==> config.mk <==
export PLATFORM = sky130hd
export DESIGN_NAME = wb_soc_xbar
export DESIGN_NICKNAME = d
export VERILOG_FILES = /design/src/rtl/wb_soc_xbar.sv
export SDC_FILE = /design/constraint.sdc
export NUM_CORES = 1
export LEC_CHECK = 0
export BUFFER_PORTS_ARGS = -buffer_cell sky130_fd_sc_hd__buf_4
export CORE_AREA = 2 2 152 154
export CTS_CLUSTER_DIAMETER = 50
export DETAILED_ROUTE_END_ITERATION = 8
export DIE_AREA = 0 0 154 156
export PLACE_DENSITY_LB_ADDON = 0.05
export SYNTH_ARGS = -nofsm -noshare
export SYNTH_HDL_FRONTEND = slang
export SYNTH_SLANG_ARGS = --single-unit
==> constraint.sdc <==
create_clock -name clk_i -period 6.7 [get_ports clk_i]
set_input_delay 2.01 -clock clk_i [delete_from_list [all_inputs] [get_ports clk_i]]
set_output_delay 2.01 -clock clk_i [all_outputs]
set_load 0.01 [all_outputs]
==> src/rtl/wb_soc_xbar.sv <==
// rtl/wb_soc_xbar.sv - Wishbone crossbar: imem/dmem masters onto NSLV slaves
// Registered round-robin grant, fetch permission, unmapped/timeout errors, error counter.
module wb_soc_xbar #(
  parameter int                         NSLV        = 4,
  parameter int                         REGION_LSB  = 28,
  parameter int                         REGION_W    = 3,
  parameter logic [NSLV*REGION_W-1:0]   SLV_MAP     = {3'd4, 3'd2, 3'd1, 3'd0},
  parameter logic [NSLV-1:0]            IFETCH_MASK = 4'b0011,
  parameter int                         TIMEOUT     = 255
) (
  input  logic               clk_i,
  input  logic               rst_in,
  input  logic               wb_imem_stb_i,
  input  logic [31:0]        wb_imem_adr_i,
  output logic [31:0]        wb_imem_dat_o,
  output logic               wb_imem_ack_o,
  output logic               wb_imem_err_o,
  input  logic               wb_dmem_stb_i,
  input  logic               wb_dmem_we_i,
  input  logic [3:0]         wb_dmem_be_i,
  input  logic [31:0]        wb_dmem_adr_i,
  input  logic [31:0]        wb_dmem_dat_i,
  output logic [31:0]        wb_dmem_dat_o,
  output logic               wb_dmem_ack_o,
  output logic               wb_dmem_err_o,
  output logic [NSLV-1:0]    wb_s_stb_o,
  output logic               wb_s_we_o,
  output logic [3:0]         wb_s_be_o,
  output logic [31:0]        wb_s_adr_o,
  output logic [31:0]        wb_s_dat_o,
  input  logic [NSLV*32-1:0] wb_s_dat_i,
  input  logic [NSLV-1:0]    wb_s_ack_i,
  output logic [7:0]         err_cnt_o
);

  localparam int SW = (NSLV > 1) ? $clog2(NSLV) : 1;
  localparam int TW = (TIMEOUT > 1) ? $clog2(TIMEOUT + 1) : 1;
  localparam logic [TW-1:0] TLAST = TW'(TIMEOUT - 1);

  typedef enum logic [1:0] {IDLE, GNT_I, GNT_D, ERR} state_t;

  state_t              r_state;
  state_t              w_next;
  logic                r_gnt_d;
  logic                r_last_d;
  logic [SW-1:0]       r_sel;
  logic [TW-1:0]       r_tcnt;
  logic [7:0]          r_err_cnt;

  logic                w_req;
  logic                w_both;
  logic                w_pick_d;
  logic [REGION_W-1:0] w_region;
  logic                w_hit;
  logic [SW-1:0]       w_idx;
  logic [31:0]         w_sdat;
  logic                w_sack;
  logic                w_mstb;
  logic                w_ack;
  logic                w_tmo;

  // Contention goes to the master that did not win the previous contention.
  always_comb begin
    w_req    = wb_imem_stb_i || wb_dmem_stb_i;
    w_both   = wb_imem_stb_i && wb_dmem_stb_i;
    w_pick_d = wb_dmem_stb_i && (!wb_imem_stb_i || !r_last_d);
    w_region = w_pick_d ? wb_dmem_adr_i[REGION_LSB +: REGION_W]
                        : wb_imem_adr_i[REGION_LSB +: REGION_W];
    w_hit    = 1'b0;
    w_idx    = '0;
    // Scan downward so the lowest matching slave is the one left standing.
    for (int k = NSLV - 1; k >= 0; k--) begin
      if (SLV_MAP[k*REGION_W +: REGION_W] == w_region) begin
        w_hit = w_pick_d || IFETCH_MASK[k];
        w_idx = SW'(k);
      end
    end
  end

  always_comb begin
    w_sdat = '0;
    w_sack = 1'b0;
    for (int k = 0; k < NSLV; k++) begin
      if (r_sel == SW'(k)) begin
        w_sdat = wb_s_dat_i[k*32 +: 32];
        w_sack = wb_s_ack_i[k];
      end
    end
  end

  assign w_mstb = ((r_state == GNT_I) && wb_imem_stb_i) ||
                  ((r_state == GNT_D) && wb_dmem_stb_i);
  assign w_ack  = w_mstb && w_sack;
  assign w_tmo  = (TIMEOUT != 0) && (r_tcnt == TLAST);

  always_comb begin
    w_next = r_state;
    case (r_state)
      IDLE: begin
        if (w_req) begin
          if (!w_hit)        w_next = ERR;
          else if (w_pick_d) w_next = GNT_D;
          else               w_next = GNT_I;
        end
      end
      GNT_I, GNT_D: begin
        if (!w_mstb || w_ack) w_next = IDLE;
        else if (w_tmo)       w_next = ERR;
      end
      ERR:     w_next = IDLE;
      default: w_next = IDLE;
    endcase
  end

  always_ff @(posedge clk_i) begin
    if (!rst_in) begin
      r_state   <= IDLE;
      r_gnt_d   <= 1'b0;
      r_last_d  <= 1'b0;
      r_sel     <= '0;
      r_tcnt    <= '0;
      r_err_cnt <= '0;
    end else begin
      r_state <= w_next;
      if (r_state == IDLE && w_req) begin
        r_gnt_d <= w_pick_d;
        r_sel   <= w_idx;
        if (w_both) r_last_d <= w_pick_d;
      end
      if (r_state == IDLE)      r_tcnt <= '0;
      else if (w_mstb && !w_ack) r_tcnt <= r_tcnt + TW'(1);
      if (w_next == ERR && r_err_cnt != 8'hFF) r_err_cnt <= r_err_cnt + 8'd1;
    end
  end

  always_comb begin
    for (int k = 0; k < NSLV; k++) begin
      wb_s_stb_o[k] = w_mstb && (r_sel == SW'(k));
    end
  end

  assign wb_s_adr_o    = r_gnt_d ? wb_dmem_adr_i : wb_imem_adr_i;
  assign wb_s_we_o     = r_gnt_d && wb_dmem_we_i;
  assign wb_s_be_o     = r_gnt_d ? wb_dmem_be_i : 4'hF;
  assign wb_s_dat_o    = r_gnt_d ? wb_dmem_dat_i : 32'h0;

  assign wb_imem_ack_o = rst_in && w_ack && (r_state == GNT_I);
  assign wb_dmem_ack_o = rst_in && w_ack && (r_state == GNT_D);
  assign wb_imem_err_o = rst_in && (r_state == ERR) && !r_gnt_d;
  assign wb_dmem_err_o = rst_in && (r_state == ERR) && r_gnt_d;
  assign wb_imem_dat_o = (r_state == GNT_I) ? w_sdat : 32'h0;
  assign wb_dmem_dat_o = (r_state == GNT_D) ? w_sdat : 32'h0;
  assign err_cnt_o     = r_err_cnt;

endmodule
==> flow_metrics.env <==
export IMPL_timing_hold_ws_ns=0.489
export IMPL_powerDensity_mw_per_mm2=118
export IMPL_syn_avg_cell_area_um2=9.20
export IMPL_hold_path_startpoint="r_tcnt[7]$_SDFFE_PP0N_"
export IMPL_clock_latency_ns=0.25
export IMPL_skew_ns=0.00254
export IMPL_synth_edf_count=0
export IMPL_drive_gt1_frac=0.662
export IMPL_cts_sinks=22
export IMPL_grtUsageTotal=0.139
export IMPL_hold_path_end="r_tcnt[7]$_SDFFE_PP0N_"
export IMPL_area_delta_synth_final_pct=105
export IMPL_clockBufferDepth=2
export IMPL_diodes=0
export IMPL_dp_cells=980
export IMPL_setup_viol=0
export IMPL_status="finished, final reports clean"
export IMPL_setup_slack_ns=1.34
export IMPL_nets=944
export IMPL_worstMarginPinSlew_ns=1.03
export IMPL_synth_distinct_cells=39
export IMPL_syn_nets=579
export IMPL_r2r_start="r_sel[0]$_SDFFE_PN0P_"
export IMPL_postSynth_asyncResetShare=0
export IMPL_grt_setup_unrepaired="no"
export IMPL_drt_iter0_markers=148
export IMPL_clock_root_buffer="clkbuf_16"
export IMPL_relSlewSlack=0.316
export IMPL_critical_path_class="primary input to output pin"
export IMPL_setup_tns_ns=0
export IMPL_hold_path_class="flip-flop to flip-flop"
export IMPL_core_area_mm2=0.0224
export IMPL_ys_ff_latch=22
export IMPL_gp_routability_congestion=0.815
export IMPL_dr_total_vias=4020
export IMPL_synthFlopType="dfxtp_1"
export IMPL_whs_path_depth=2
export IMPL_h_tree_depth=1
export IMPL_yosys_warnings=0
export IMPL_numCtsBuffers=3
export IMPL_rows=55
export IMPL_die_w_um=154
export IMPL_drc=0
export IMPL_total_power_mw=0.745
export IMPL_ys_seq_area_frac=0.143
export IMPL_ir_drop_mv=0.0920
export IMPL_startpoint_type="primary input"
export IMPL_wl_per_cell_um=18.3
export IMPL_grt_max_degree=73
export IMPL_design_area_mm2=0.00633
export IMPL_maxCapViolCount=0
export IMPL_dieHeight_um=156
export IMPL_post_cts_buffers=0
export IMPL_hold_viol=0
export IMPL_ios=386
export IMPL_first_pass_iters=4
export IMPL_slew_violations=0
export IMPL_postSynthCellCount=335
export IMPL_viasPerCell=4.09
export IMPL_dp_slack_ns=1.23
export IMPL_period_minus_slack_ns=5.36
export IMPL_clkTransAtPathRegs_ns=0.06
export IMPL_antenna_found_initial=0
export IMPL_ant_nets=0
export IMPL_grt_pass1_vias=4403
export IMPL_grt_pass1_wl_um=25600
export IMPL_cp_required_ns=4.69
export IMPL_stdcell_count=984
export IMPL_rrSetupSlack_ns=3.26
export IMPL_portBuffers=385
export IMPL_wl_um=18000
export IMPL_fin_util=0.283
export IMPL_detailed_place_area_mm2=0.00624
export IMPL_synthesis_area_mm2=0.00308
export IMPL_fmax_mhz=187
export IMPL_r2r_cells=7
export IMPL_leakage_nw=2.98
export IMPL_cts_tree="built"
export IMPL_hold_buffers=0
export IMPL_fp_dieArea_mm2=0.0240
export IMPL_start_util=0.138
export IMPL_endpoint_kind="output pin"
export IMPL_r2r_end="err_cnt_o[5]$_SDFFE_PN0P_"
export IMPL_fin_crit_sh=0.799
export IMPL_cts_resized_gates=0
export IMPL_grt_ovfl_total=0
export IMPL_cp_max_fo=9
export IMPL_hpwl_um=15400
export IMPL_arrival_ns=3.35
## state kept, by name, indices dropped and copies added, names as in the netlist
name	flops
err_cnt_o	8
r_gnt_d	1
r_last_d	1
r_sel	2
r_state	2
r_tcnt	8
## worst max path at each step
| stage | cells after the start | slack (ns) | to | start |
|---|---|---|---|---|
| floorplan | 4 | 1.72 | wb_dmem_ack_o | wb_imem_stb_i |
| global placement | 5 | 1.25 | wb_imem_ack_o | wb_imem_stb_i |
| detailed placement | 5 | 1.23 | wb_imem_ack_o | wb_imem_stb_i |
| CTS | 5 | 1.23 | wb_imem_ack_o | wb_imem_stb_i |
| global route | 5 | 1.21 | wb_dmem_ack_o | wb_imem_stb_i |
| finish | 5 | 1.34 | wb_imem_ack_o | wb_imem_stb_i |
## power breakdown
part / leakage (nW) / switching (mW) / internal (mW)
sequential: 0.180 / 0.0169 / 0.137
clock: 0.0442 / 0.0475 / 0.0911
combinational: 2.76 / 0.181 / 0.272
## critical path: stages
cell	delay (ns)
buf_4	0.14
a22oi_1	0.64
and3b_1	0.26
and2_1	0.15
buf_4	0.14
## cells in the final DEF (no fill, tap or decap), types with 7 or more instances in the layout
cell	n
and2_1	102
buf_4	389
dfxtp_1	19
ha_1	7
mux2_2	33
mux4_2	33
nand2_1	13
nand2b_1	7
nand3_1	8
nor2_1	10
o21ai_0	7
## cell usage after synthesis, types with 2 or more instances
cell	number	area, um^2
mux2i_1	4	40.0
clkbuf_1	22	82.6
o31ai_1	3	22.5
a211oi_1	2	15.0
a21boi_0	5	37.5
nor2_1	10	37.5
a21boi_1	4	30.0
nor2b_1	2	12.5
nor3b_1	3	22.5
xor2_1	6	52.6
buf_1	4	15.0
nor3_1	2	10.0
a21oi_1	3	15.0
o21a_1	2	15.0
ha_1	7	87.6
and2_1	102	638
mux2_2	33	372
inv_1	3	11.3
xnor2_1	3	26.3
nand2b_1	7	43.8
nand3_1	8	40.0
buf_2	2	10.0
or3_1	4	25.0
o21ai_0	7	35.0
mux4_2	33	743
dfxtp_1	22	440
nand4_1	5	31.3
and3_1	2	12.5
or4_1	2	15.0
nand2_1	13	48.8
and3b_1	2	17.5
## per-layer routing
metal | share of wire | global-route usage | vias up
li1 | - | - | 1925
met1 | 0.33 | 0.136 | 1843
met2 | 0.58 | 0.294 | 241
met3 | 0.084 | 0.0347 | 11
met4 | 0.0086 | 0.0160 | 0
met5 | 0 | 0 | -
## cell type report
type | count | area, um^2
inverter | 3 | 11.3
tap | 285 | 357
sequential | 22 | 444
fill | 2420 | 16000
multi-input combinational | 281 | 2510
clock buffer | 4 | 88.8
timing repair buffer | 389 | 2920
## logic make-up after synthesis
logic type,after synthesis,synth area share
AO/OA/AOI/OAI,31,0.0682
AND/OR/NAND/NOR,163,0.315
buffers and inverters,32,0.0422
multiplexers,70,0.375
XOR/XNOR,9,0.0256
adder cells (fa/ha/maj),8,0.0317
flip-flops,22,0.143
(Power assumes the default switching activity.)
